===== config.mk =====
export PLATFORM = sky130hd
export DESIGN_NAME = mac_accumulate_stream
export DESIGN_NICKNAME = d
export VERILOG_FILES = /design/src/rtl/mac_accumulate_stream.sv
export SDC_FILE = /design/constraint.sdc
export NUM_CORES = 1
export LEC_CHECK = 0
export ABC_AREA = 1
export BUFFER_PORTS_ARGS = -buffer_cell sky130_fd_sc_hd__buf_2
export CORE_MARGIN = 3
export CORE_UTILIZATION = 40
export DETAILED_ROUTE_END_ITERATION = 7
export GPL_TIMING_DRIVEN = 1
export HOLD_SLACK_MARGIN = 0.03
export PLACE_DENSITY = 0.58
export SLEW_MARGIN = 20
export SYNTH_ARGS = -nofsm -noshare
export SYNTH_HDL_FRONTEND = slang
export SYNTH_SLANG_ARGS = --single-unit

===== constraint.sdc =====
create_clock -name clock -period 3.1 [get_ports clock]
set_input_delay 0.155 -clock clock [delete_from_list [all_inputs] [get_ports clock]]
set_output_delay 0.155 -clock clock [all_outputs]
set_load 0.05 [all_outputs]

===== src/rtl/mac_accumulate_stream.sv =====
// Streaming signed multiply-accumulate: one dot product per last-delimited
// vector, saturating accumulator, result held on a valid/ready output.
module mac_accumulate_stream #(
  parameter int unsigned InWidth  = 8,
  parameter int unsigned AccWidth = 32
) (
  input  logic                clock,
  input  logic                reset_ni,
  input  logic [InWidth-1:0]  a_i,
  input  logic [InWidth-1:0]  b_i,
  input  logic                last_i,
  input  logic                valid_i,
  output logic                ready_o,
  output logic [AccWidth-1:0] acc_o,
  output logic                sat_o,
  output logic                valid_o,
  input  logic                ready_i
);

  localparam int unsigned ProdWidth = 2 * InWidth;
  localparam int unsigned SumWidth  = AccWidth + 1;

  typedef enum logic [1:0] {
    ACCUM = 2'd0,
    FLUSH = 2'd1,
    HOLD  = 2'd2
  } state_e;

  state_e                       state_q, state_d;
  logic                         ready_q, ready_d;
  logic                         valid_q, valid_d;
  logic signed [ProdWidth-1:0]  prod_q, prod_d;
  logic                         plast_q, plast_d;
  logic                         pvalid_q, pvalid_d;
  logic        [AccWidth-1:0]   acc_q, acc_d;
  logic                         sat_q, sat_d;

  logic                         accept;
  logic signed [ProdWidth-1:0]  a_ext, b_ext;
  logic        [SumWidth-1:0]   sum;
  logic                         ovf;

  // Ready is held low while reset is asserted, independent of the flop.
  assign ready_o = ready_q & reset_ni;
  assign valid_o = valid_q;
  assign acc_o   = acc_q;
  assign sat_o   = sat_q;

  assign accept = valid_i & ready_o;

  // Sign-extend operands so the product is exact at full precision.
  assign a_ext = {{InWidth{a_i[InWidth-1]}}, a_i};
  assign b_ext = {{InWidth{b_i[InWidth-1]}}, b_i};

  // One-bit-wider sum; overflow when the two top bits disagree.
  assign sum = {acc_q[AccWidth-1], acc_q}
             + {{(SumWidth-ProdWidth){prod_q[ProdWidth-1]}}, prod_q};
  assign ovf = sum[AccWidth] ^ sum[AccWidth-1];

  // State and datapath registers.
  always_ff @(posedge clock or negedge reset_ni) begin
    if (!reset_ni) begin
      state_q  <= ACCUM;
      ready_q  <= 1'b1;
      valid_q  <= 1'b0;
      prod_q   <= '0;
      plast_q  <= 1'b0;
      pvalid_q <= 1'b0;
      acc_q    <= '0;
      sat_q    <= 1'b0;
    end else begin
      state_q  <= state_d;
      ready_q  <= ready_d;
      valid_q  <= valid_d;
      prod_q   <= prod_d;
      plast_q  <= plast_d;
      pvalid_q <= pvalid_d;
      acc_q    <= acc_d;
      sat_q    <= sat_d;
    end
  end

  // Next-state: multiply stage, saturating accumulate, vector FSM.
  always_comb begin
    state_d  = state_q;
    ready_d  = ready_q;
    valid_d  = valid_q;
    prod_d   = prod_q;
    plast_d  = plast_q;
    pvalid_d = 1'b0;
    acc_d    = acc_q;
    sat_d    = sat_q;

    if (accept) begin
      prod_d   = a_ext * b_ext;
      plast_d  = last_i;
      pvalid_d = 1'b1;
    end

    if (pvalid_q) begin
      if (ovf) begin
        // Clamp toward the sign of the true sum; later adds continue from here.
        acc_d = sum[AccWidth] ? {1'b1, {(AccWidth-1){1'b0}}}
                              : {1'b0, {(AccWidth-1){1'b1}}};
        sat_d = 1'b1;
      end else begin
        acc_d = sum[AccWidth-1:0];
      end
    end

    case (state_q)
      ACCUM: begin
        if (accept && last_i) begin
          state_d = FLUSH;
          ready_d = 1'b0;
        end
      end
      FLUSH: begin
        if (pvalid_q && plast_q) begin
          state_d = HOLD;
          valid_d = 1'b1;
        end
      end
      HOLD: begin
        if (ready_i) begin
          state_d = ACCUM;
          valid_d = 1'b0;
          ready_d = 1'b1;
          acc_d   = '0;
          sat_d   = 1'b0;
        end
      end
      default: begin
        state_d = ACCUM;
        ready_d = 1'b1;
        valid_d = 1'b0;
      end
    endcase
  end

endmodule


Word-level counts from Yosys, hierarchy flattened. Index checks and enable logic that the tools add are counted.

Flip-flop bits (word level): 55. Output and inout bits: 35. Logic and storage cells: 46. Input port bits: 21.

Reduce and logical (&&, ||, !) cells: 6. Multipliers: 1. Multiplexer cells: 20. Bitwise operators: 5. Equal/unequal tests: 5. Add/subtract/negate cells: 1.

Operator list (number): 32-bit 2-to-1 mux (5); 32-bit by 16-bit adder with 33-bit output (1); 8-bit by 8-bit multiplier with 16-bit output (1); 1-bit 2-to-1 mux (9); 3-bit AND reduction (3); 2-bit 2-to-1 mux (3); 2-bit inequality test, second input constant (3); 1-bit one-hot mux with 3 select lines (2); 2-bit one-hot mux with 3 select lines (1); 1-bit bitwise AND (2); 2-bit by 1-bit == test with 1-bit output, second input constant (1); 2-bit == test, second input constant (1); 1-bit logical AND (2); 2-bit zero test (1); 1-bit NOT (2); 1-bit XOR (1).

Logic depth before layout (Yosys ltp).
Word-level depth: 6. Depth in mapped cells: 20. Depth with buffers taken out: 19.

Least setup slack after synthesis. OpenSTA, ideal clock, no wires.

Kind: input -> register. Start point: in a_i[0]. End point: reg prod_q[12]. Data required time: 2964 ps. Path buffers: 1. Slack: -993 ps. Setup time: 136 ps. Data arrival time: 3957 ps. Stages: 17. Path through: clkbuf_1 > or2_2 > fa_1 > fa_1 > inv_1 > fa_1 > inv_1 > fa_1 > inv_1 > ha_1 > a21oi_1 > o21ai_0 > a21oi_1 > nor2_1 > nor2_1 > xor2_1 > o21ai_0.

Cells in the longest elaborated chain, start to end: 1.

Ends and longest elaborated chain: start, declared (RTL line 9) `input logic [InWidth-1:0] a_i,`; 8-bit by 8-bit multiplier with 16-bit output (RTL line 95) `prod_d = a_ext * b_ext;`; end signal, assigned (RTL line 75) `prod_q <= prod_d;`; end, declared (RTL line 32) `logic signed [ProdWidth-1:0] prod_q, prod_d;`.

Every way passes these cells. A chain may end at the register's enable or synchronous reset.

Worst setup path in the final report.
Start point: in b_i[7]. End point: reg prod_q[15].

Cells in the longest elaborated chain, start to end: 1.

Ends and longest elaborated chain: start, declared (RTL line 10) `input logic [InWidth-1:0] b_i,`; 8-bit by 8-bit multiplier with 16-bit output (RTL line 95).

Every way passes these cells.

==> results.md <==
- Met2 WL: 7460 um
- Vias in the first global route: 6,417
- Worst R2R Path Depth: 14
- WP buf/inv: 5
- WHS Path Cells: 3
- Total CTS buffers: 5
- Max-slew violations: 0
- Via count: 6,500
- Fin crit share: 1.14
- Yosys warns: 0
- Slew headroom: 0.465
- CTS clock-pin slew for the worst setup and hold paths: 0.07 ns
- Critical path depth: 19
- CTS max path bufs: 2
- Initial DRC count: 392
- First-pass GRT wire length: 31,400 um
- Drc violations: 0
- Count leader, synth: nand2_1
- Post-Route Skew: 0.00741 ns
- Critical Path Sink Type: register
- Initial DRT Pass Iterations: 5
- Area grow syn2layout: 18.9%
- Share of post-route cells with drive strength above 1: 0.213
- Routed met3 length: 771 um
- CTS Sinks: 55
- Most area-hungry cell type in the Yosys netlist: dfrtp_1
- Met1 WL: 9620 um
- CP delay by family, top: adder cells
- Detail Route Antenna Nets: 0
- Die Span Y: 140 um
- CP Class: input pin to register
- Total routed wirelength: 17,900 um
- WP data required: 3.28 ns
- PortBufs: 55
- CTS root buf: clkbuf_16
- Delay of the slowest critical-path stage: 0.52 ns
- Die W: 140 um
- Most common library cells after synthesis: nand2_1, inv_1, nor2_1
- RePlAce Congestion: 0.922
- Synth Area per Inst: 6.87 um^2
- Post-Synthesis Cells: 1,050
- Worst-path cell chain: buf_8, clkinvlp_4, buf_12, nor2_2, fa_1, fa_1, fa_1, inv_1, fa_1, inv_2, ha_4, a21o_1, nand3_1, nand2_1, nand2_1, nand4_1, a21o_1, nand3_1, nand2_1
- Outcome: finished, violations left
- Largest net degree at the start of global routing: 32
- Worst skew pair latency: 0.29 ns
- Initial antenna violation count: 0
- TNS Setup: -3.15 ns
- Final net count: 1,274
- Max Used Layer: met4
- Ant. Diodes: 0
- CTS tree: built
- Final Critical Period: 3.52 ns
- Mapped Area: 7210 um^2
- Fmax: 284 MHz
- Grt ovf: 0
- Synth Register Bits: 55
- Setup ws final: -0.422 ns
- Core ar.: 17,500 um^2
- Largest cells by area after synthesis: dfrtp_1, fa_1, nand2_1, inv_1, ha_1
- Initial Util: 0.413
- CP Max Fanout: 7
- Arr. time, crit path: 3.70 ns
- Worst Setup Start Kind: input pin
- Final Hold Vio Count: 0
- DPL Wire Length: 15,100 um
- Post-synthesis sequential area ratio: 0.191
- Hold WC Path Type: input pin to register
- Vias/cell: 4.77
- Slew @ Worst Pin: 0.801 ns
- CP most frequent cell: fa_1
- Ys async rst share: 1.00
- Routed length per instance: 13.2 um
- Syn nets: 1,188
- Failing checks: setup timing
- # rows: 48
- Crit path max-delay cell type: fa_1
- Number of synthesized flops with an enable pin: 0
- Setup violators final: 9
- Die area: 19,700 um^2
- Dominant register cell in the synthesized netlist: dfrtp_1
- Number of H-tree levels: 2
- GRT Total Usage: 0.191
- RSZ-0062 raised after global routing: true
- I/O Pins: 56
- Max_cap viols: 0
- Area fraction of the dominant cell type after synthesis: 0.187
- Distinct cells, synth: 36
[layer usage]
metal | vias up | GRT usage
met5 | - | 0
met3 | 4 | 0.0225
met2 | 107 | 0.288
met4 | 0 | 0.0153
met1 | 3043 | 0.305
li1 | 3346 | -
[logic make-up (layout without fill, tap and decap cells)]
family          count (synthesis)  after routing  synth area share
compound gates                 87             87            0.0665
xor+xnor                       33             33            0.0401
flops                          55             55             0.191
buf+inv                       246            333             0.133
fa+ha+maj                     117            117             0.261
simple gates                  512            512             0.309
[tightest hold or removal path: cells and delay by family]
| family | cells | cell delay, ns |
|---|---|---|
| buffers and inverters | 1 | 0.07 |
| and+or+nand+nor | 2 | 0.11 |
[layout make-up]
cell class	count	area [um^2]
timing repair buffer	109	787
tap	225	282
inverter	216	815
clock buffer	7	133
clock inverter	1	30.0
multi-input combinational	749	5150
sequential	55	1380
fill	1787	8900
[sequential cells by signal, indices dropped and copies added, names as in the netlist]
| register | flops |
|---|---|
| prod_q | 16 |
| sat_o | 1 |
| acc_o | 32 |
| pvalid_q | 1 |
| plast_q | 1 |
| state_q | 2 |
| valid_o | 1 |
| ready_q | 1 |
[metrics by stage]
| step | setup WS, ns | cell area (um^2) | hold WS (ns) | util | instances |
|---|---|---|---|---|---|
| after floorplan | -0.536 | 7530 | -0.141 | - | 1050 |
| after global placement | -0.742 | 8210 | 0.313 | 0.470 | 1351 |
| after detailed placement | -0.812 | 8210 | 0.313 | 0.470 | 1351 |
| after CTS | -0.456 | 8510 | 0.0820 | 0.487 | 1362 |
| after global routing | -0.621 | 8570 | 0.0942 | 0.491 | 1362 |
| final | -0.422 | 8570 | 0.0828 | 0.491 | 1362 |
[layout by cell type (no fill, tap or decap), types with 3 or more instances in the layout]
| cell type | n |
|---|---|
| a21o_1 | 3 |
| a21oi_1 | 41 |
| a21oi_2 | 5 |
| buf_12 | 5 |
| buf_2 | 46 |
| buf_4 | 52 |
| buf_6 | 3 |
| clkbuf_16 | 5 |
| dfrtp_1 | 54 |
| fa_1 | 51 |
| fa_2 | 5 |
| ha_1 | 49 |
| ha_2 | 3 |
| ha_4 | 9 |
| inv_1 | 196 |
| inv_2 | 18 |
| nand2_1 | 257 |
| nand2_2 | 14 |
| nand2_4 | 6 |
| nand3_1 | 61 |
| nand4_1 | 4 |
| nor2_1 | 96 |
| nor2_2 | 15 |
| nor3_1 | 7 |
| nor4_1 | 4 |
| o21ai_0 | 18 |
| o21ai_1 | 4 |
| o21bai_1 | 7 |
| or2_2 | 36 |
| or2_4 | 3 |
| xnor2_1 | 13 |
| xor2_1 | 18 |
[worst paths after layout]
| kind | end | slack (ns) | start |
|---|---|---|---|
| worst max-delay path | prod_q[15] | -0.42 | b_i[7] |
| worst min-delay path | plast_q | 0.08 | last_i |
| worst max register to register | acc_o[17] | 0.29 | prod_q[15] |
| worst min register to register | plast_q | 0.49 | plast_q |
| max in group asynchronous | ready_q | 1.83 | reset_ni |
| min in group asynchronous | acc_o[0] | 0.51 | reset_ni |
[repair_timing]
| item | CTS | global route |
|---|---|---|
| setup endpoints to repair | 10 | 10 |
| hold buffers | 1 | 0 |
| hold endpoints to repair | 25 | 0 |
| gates resized for setup | 35 | 18 |
| buffers inserted | 2 | 0 |
| pin swaps | 18 | 22 |
Power is left out: the tool's default activity adds up to more than one toggle a clock period on the data nets, which glitch-free logic cannot reach.
